File: src/rtl/cpu_pkg.sv
// Shared types for the control sequencer: instruction classes, FSM states,
// HALT encoding and the registered control bundle.
package cpu_pkg;

  typedef enum logic [1:0] {
    TYPE_R  = 2'b00,
    TYPE_BR = 2'b01,
    TYPE_I  = 2'b10,
    TYPE_LS = 2'b11
  } instr_type_e;

  typedef enum logic [1:0] {
    ST_RUN      = 2'b00,
    ST_MEM_WAIT = 2'b01,
    ST_HALTED   = 2'b10
  } seq_state_e;

  // HALT is the branch type code followed by an all-zero remainder.
  localparam instr_type_e HALT_TYPE = TYPE_BR;

  typedef struct packed {
    logic branch_en;
    logic write_en;
    logic mem_read;
    logic mem_write;
    logic use_immediate;
    logic write_reg_en;
    logic special_en;
  } ctrl_bundle_t;

  localparam int CTRL_W = $bits(ctrl_bundle_t);
  localparam ctrl_bundle_t CTRL_NONE = '0;

endpackage

File: src/rtl/ctrl_decode_comb.sv
// Purely combinational instruction decoder: maps one instruction word to the
// control bundle plus HALT and load/store flags used by the sequencer FSM.
module ctrl_decode_comb
  import cpu_pkg::*;
#(
  parameter int INSTR_W = 9
) (
  input  logic [INSTR_W-1:0] instr,
  output logic [CTRL_W-1:0]  ctrl_o,
  output logic               is_halt,
  output logic               is_mem
);

  instr_type_e  itype;
  logic         move_hit;
  ctrl_bundle_t bundle;

  always_comb begin
    itype    = instr_type_e'(instr[INSTR_W-1:INSTR_W-2]);
    bundle   = CTRL_NONE;
    is_halt  = 1'b0;
    is_mem   = 1'b0;
    // A move is an R-type with a zero upper field and dst code above src code.
    move_hit = (instr[INSTR_W-3:5] == '0) && (instr[3:2] > instr[1:0]);

    case (itype)
      TYPE_R: begin
        bundle.write_en = 1'b1;
        if (move_hit) begin
          bundle.write_reg_en = 1'b1;
          bundle.special_en   = 1'b1;
        end
      end
      TYPE_BR: begin
        if ((itype == HALT_TYPE) && (instr[INSTR_W-3:0] == '0)) begin
          is_halt = 1'b1;
        end else begin
          bundle.branch_en = 1'b1;
        end
      end
      TYPE_I: begin
        bundle.write_en      = 1'b1;
        bundle.use_immediate = 1'b1;
      end
      TYPE_LS: begin
        is_mem = 1'b1;
        if (instr[INSTR_W-3]) begin
          bundle.mem_write = 1'b1;
        end else begin
          bundle.mem_read     = 1'b1;
          bundle.write_en     = 1'b1;
          bundle.write_reg_en = 1'b1;
        end
      end
      default: begin
        bundle = CTRL_NONE;
      end
    endcase

    ctrl_o = bundle;
  end

endmodule

File: src/rtl/ctrl_sequencer.sv
// Instruction sequencer: accepts one decoded instruction per RUN cycle,
// registers its control bundle, stalls MEM_LAT cycles after loads/stores and
// parks in HALTED after a HALT until reset.
module ctrl_sequencer
  import cpu_pkg::*;
#(
  parameter int INSTR_W = 9,
  parameter int MEM_LAT = 2
) (
  input  logic               clk,
  input  logic               reset,
  input  logic               instr_valid,
  input  logic [INSTR_W-1:0] instr,
  input  logic               flush,
  output logic               instr_ready,
  output logic               ctrl_valid,
  output logic               branch_en,
  output logic               write_en,
  output logic               mem_read,
  output logic               mem_write,
  output logic               use_immediate,
  output logic               write_reg_en,
  output logic               special_en,
  output logic               done
);

  localparam int               CNT_W    = (MEM_LAT > 0) ? $clog2(MEM_LAT + 1) : 1;
  localparam logic [CNT_W-1:0] CNT_LOAD = CNT_W'(MEM_LAT);
  localparam logic [CNT_W-1:0] CNT_ONE  = CNT_W'(1);

  seq_state_e        state_q, state_d;
  logic [CNT_W-1:0]  cnt_q, cnt_d;
  logic              ctrl_valid_q, ctrl_valid_d;
  ctrl_bundle_t      ctrl_q, ctrl_d;

  logic [CTRL_W-1:0] dec_bits;
  ctrl_bundle_t      dec_bundle;
  logic              dec_halt;
  logic              dec_mem;
  logic              accept;

  ctrl_decode_comb #(
    .INSTR_W (INSTR_W)
  ) u_decode (
    .instr   (instr),
    .ctrl_o  (dec_bits),
    .is_halt (dec_halt),
    .is_mem  (dec_mem)
  );

  assign dec_bundle  = ctrl_bundle_t'(dec_bits);
  assign instr_ready = (state_q == ST_RUN);
  assign accept      = instr_valid && instr_ready && !flush;

  always_comb begin
    state_d      = state_q;
    cnt_d        = cnt_q;
    ctrl_valid_d = 1'b0;
    ctrl_d       = CTRL_NONE;

    case (state_q)
      ST_RUN: begin
        if (accept) begin
          if (dec_halt) begin
            state_d = ST_HALTED;
          end else begin
            ctrl_valid_d = 1'b1;
            ctrl_d       = dec_bundle;
            if (dec_mem && (MEM_LAT > 0)) begin
              state_d = ST_MEM_WAIT;
              cnt_d   = CNT_LOAD;
            end
          end
        end
      end
      ST_MEM_WAIT: begin
        // Flush is deliberately ignored here: the memory op is committed.
        if (cnt_q > CNT_ONE) begin
          cnt_d = cnt_q - CNT_ONE;
        end else begin
          cnt_d   = '0;
          state_d = ST_RUN;
        end
      end
      ST_HALTED: begin
        state_d = ST_HALTED;
      end
      default: begin
        state_d = ST_RUN;
        cnt_d   = '0;
      end
    endcase
  end

  always_ff @(posedge clk) begin
    if (reset) begin
      state_q      <= ST_RUN;
      cnt_q        <= '0;
      ctrl_valid_q <= 1'b0;
      ctrl_q       <= CTRL_NONE;
    end else begin
      state_q      <= state_d;
      cnt_q        <= cnt_d;
      ctrl_valid_q <= ctrl_valid_d;
      ctrl_q       <= ctrl_d;
    end
  end

  assign ctrl_valid    = ctrl_valid_q;
  assign branch_en     = ctrl_q.branch_en;
  assign write_en      = ctrl_q.write_en;
  assign mem_read      = ctrl_q.mem_read;
  assign mem_write     = ctrl_q.mem_write;
  assign use_immediate = ctrl_q.use_immediate;
  assign write_reg_en  = ctrl_q.write_reg_en;
  assign special_en    = ctrl_q.special_en;
  assign done          = (state_q == ST_HALTED);

endmodule

File: config.mk
export PLATFORM = sky130hd
export DESIGN_NAME = ctrl_sequencer
export DESIGN_NICKNAME = d
export VERILOG_FILES = /design/src/rtl/cpu_pkg.sv /design/src/rtl/ctrl_decode_comb.sv /design/src/rtl/ctrl_sequencer.sv
export SDC_FILE = /design/constraint.sdc
export NUM_CORES = 1
export LEC_CHECK = 0
export ABC_AREA = 1
export CAP_MARGIN = 20
export CORE_MARGIN = 4
export CORE_UTILIZATION = 40
export DETAILED_ROUTE_END_ITERATION = 8
export GPL_ROUTABILITY_DRIVEN = 0
export PLACE_DENSITY = 0.82
export SLEW_MARGIN = 20
export SYNTH_ARGS = -nofsm -noshare
export SYNTH_HDL_FRONTEND = slang
export SYNTH_HIERARCHICAL = 1
export SYNTH_SLANG_ARGS = --single-unit
File: constraint.sdc
create_clock -name clk -period 1.35 [get_ports clk]
set_input_delay 0.135 -clock clk [delete_from_list [all_inputs] [get_ports clk]]
set_output_delay 0.135 -clock clk [all_outputs]
set_load 0.05 [all_outputs]
==> results of run 1 <==
==> placed cells by master, fill, tap and decap left out, types with 2 or more instances in the layout <==
cell type,synthesis,final
buf_4,0,15
buf_12,0,2
nand2_2,2,2
nor2_2,4,5
nand3_1,2,2
o21ai_0,2,2
clkdlybuf4s50_1,0,12
nor2_4,2,2
nand4_1,2,2
nor2_1,10,9
ha_1,6,6
inv_2,2,2
clkbuf_4,0,3
nand2_1,9,9
dfxtp_1,12,12
a21oi_1,5,5
inv_1,24,24
==> what timing repair did <==
item	CTS	global route
setup endpoints to repair	0	12
gates resized for setup	0	3
endpoints found under the hold margin	0	0
setup buffers	0	0
==> critical path: cells and delay by family, from the launching register on <==
family                 cells  cell delay (ns)
buffers and inverters      2             0.26
flip-flops                 1             0.44
AND/OR/NAND/NOR            1             0.18
==> per-layer routing <==
metal	up-vias	routed length, um
li1	326	-
met1	266	504
met2	18	733
met3	2	66
met4	0	14
met5	-	0
==> worst max-delay path by stage <==
stage,end,cells after the start
CTS,special_en,8
finish,done,3
floorplan,done,2
detailed placement,mem_write,8
global placement,write_reg_en,7
global route,write_reg_en,10
==> kinds of logic after synthesis <==
family	after synthesis	synth area share, %
adders and majority gates	6	11.5
buffers and inverters	26	14.9
AOI/OAI and AO/OA	9	8.40
DFF	12	36.6
and+or+nand+nor	34	28.6
==> area by class of cell <==
cell class / instances / area (sq um)
flip-flops and latches: 12 / 240
clock buffers: 4 / 36.3
fillers: 134 / 526
repair buffers: 29 / 273
multi-input cells: 49 / 332
inverters: 26 / 97.6
well taps: 16 / 20.0
==> power by group <==
part	internal [mW]	switching, mW
logic	0.0761	0.0754
clock network	0.164	0.119
registers	0.359	0.00260
total	0.599	0.197
==> through the flow <==
step / total power, mW / worst slack [ns] / instances / util, % / TNS, ns
2_1_floorplan: 0.446 / 0.119 / 87 / - / 0
3_3_place_gp: 0.517 / -0.215 / 132 / 62.2 / -2.38
3_5_place_dp: 0.521 / -0.290 / 132 / 62.2 / -3.28
4_1_cts: 0.803 / 0.00210 / 136 / 64.6 / 0
5_1_grt: 0.849 / -0.0307 / 136 / 65.5 / -0.0500
6_report: 0.796 / 0.0667 / 136 / 65.5 / 0
==> flow_metrics.py, run 1 <==
metrics = {
    "die": {
        "die_x_um": 48.5,
        "die_h_um": 48.5,
        "start_util_pct": 43.0,
        "fp.coreArea_sq_um": 1520,
        "design.portCount": 23,
        "num_rows": 14,
        "dieArea_sq_um": 2350,
    },
    "route": {
        "wire_per_inst_um": 9.70,
        "viasPerCell": 4.50,
        "drt_iter0_drc": 8,
        "antenna_left": 0,
        "drc": 0,
        "num_vias": 612,
        "dr.pass1.iters": 4,
        "drt-total-wl_mm": 1.32,
    },
    "worst_setup_path": {
        "slowest_delay_ns": 0.44,
        "worstRegToRegCells": 3,
        "worstReg2RegEnd": "mem_read",
        "cp-start-kind": "register",
        "worstSetupPathType": "reg2out",
        "end_kind": "output pin",
        "worstPathCellList": "inv_1 > nor2_1 > buf_12",
        "worstReg2RegStart": "state_q[0]",
        "crit_fanout": 4,
        "r2r_setup_slack_ns": 0.41,
        "slowest_stage": "dfxtp_1",
        "startpoint": "state_q[1]",
        "critPathRequiredTime_ns": 1.22,
        "worstPathArrival_ns": 1.15,
    },
    "grt": {
        "gr-usage-all-layers_pct": 11.8,
        "gr-total-overflow": 0,
        "top_usage_layer": "met2",
        "antenna_found_initial": 0,
        "grt_max_degree": 9,
        "use_met3_pct": 2.76,
        "gr-usage-met2_pct": 21.1,
        "grt_use_met1_pct": 12.3,
        "grt_pass1_wl_mm": 2.26,
        "grt_pass1_vias": 586,
    },
    "layout": {
        "num_antenna_cells": 0,
        "areaGrowthSynthToFinish_pct": 52.3,
        "largestRegisters": "cnt_q x2, state_q x2",
        "fin_nets": 140,
        "fin_area_sq_um": 998,
        "post_route_cells_drive_above_1_share_pct": 30.0,
    },
    "place": {
        "port_buffers": 22,
        "dpl_cell_area_sq_um": 948,
        "hpwl_mm": 1.16,
    },
    "yosys": {
        "synth_area_per_cell_sq_um": 7.54,
        "yosysWarnings": 6,
        "syn_inst": 87,
        "synth_top_cell_by_area": "dfxtp_1",
        "synthesis.area_sq_um": 656,
        "yosysUniqueCellTypes": 18,
        "yosysMostFrequentCell": "inv_1",
        "synth_fp_nets": 106,
        "synth-edff-count": 0,
        "ys_seq_area_share_pct": 36.6,
        "ys_seq_elements": 12,
        "synth_flop_cell": "dfxtp_1",
        "async_flop_share_pct": 0,
        "netlist_top_cells_count": "inv_1, dfxtp_1, nor2_1",
        "synthTopCellsByArea": "dfxtp_1, inv_1, ha_1",
        "synth_top_area_share_pct": 36.6,
    },
    "hold_path": {
        "hold_end": "cnt_q[0]",
        "holdCritStartpoint": "cnt_q[0]",
        "min_delay_path_depth": 1,
        "hold_class": "reg2reg",
    },
    "clocking": {
        "htree_num_levels": 1,
        "clock_latency_ns": 0.27,
        "cts_tree": "yes",
        "hold_buffers": 0,
        "cts_buffer_depth": 2,
        "cts-buffers-inserted": 3,
        "clock_sinks": 12,
        "clock-root-buffer": "clkbuf_4",
        "clk_pin_slew_ns": 0.07,
    },
    "timing": {
        "max_slew_margin_pct": 85.4,
        "finalCriticalPeriod_ns": 1.28,
        "hold_viol": 0,
        "setup_viol": 0,
        "finalMaxSlewViolations": 0,
        "whs_ns": 0.427,
        "min_period_over_period_pct": 95.1,
        "worst_slew_pin_slew_ns": 0.219,
        "clock_skew_ns": 0.000776,
        "fmax_mhz": 779,
    },
    "status": {
        "status": "finished, final reports clean",
    },
    "power_and_ir_drop": {
        "p_per_area_nw_per_um2": 797,
        "ir_drop_v": 0.000462,
        "power_leakage_nw": 0.500,
    },
    "flow_run": {
        "maxCapViolations": 0,
    },
}
Power figures use the tool's default switching activity.
==> run 2, diff against run 1 <==
--- a/config.mk
+++ b/config.mk
@@ -10,7 +10,7 @@
 export CORE_MARGIN = 4
 export CORE_UTILIZATION = 40
 export DETAILED_ROUTE_END_ITERATION = 8
-export GPL_ROUTABILITY_DRIVEN = 0
+export GPL_ROUTABILITY_DRIVEN = 1
 export PLACE_DENSITY = 0.82
 export SLEW_MARGIN = 20
 export SYNTH_ARGS = -nofsm -noshare
==> results of run 2 <==
No change in the layout: final DEF, timing and power equal those of run 1.
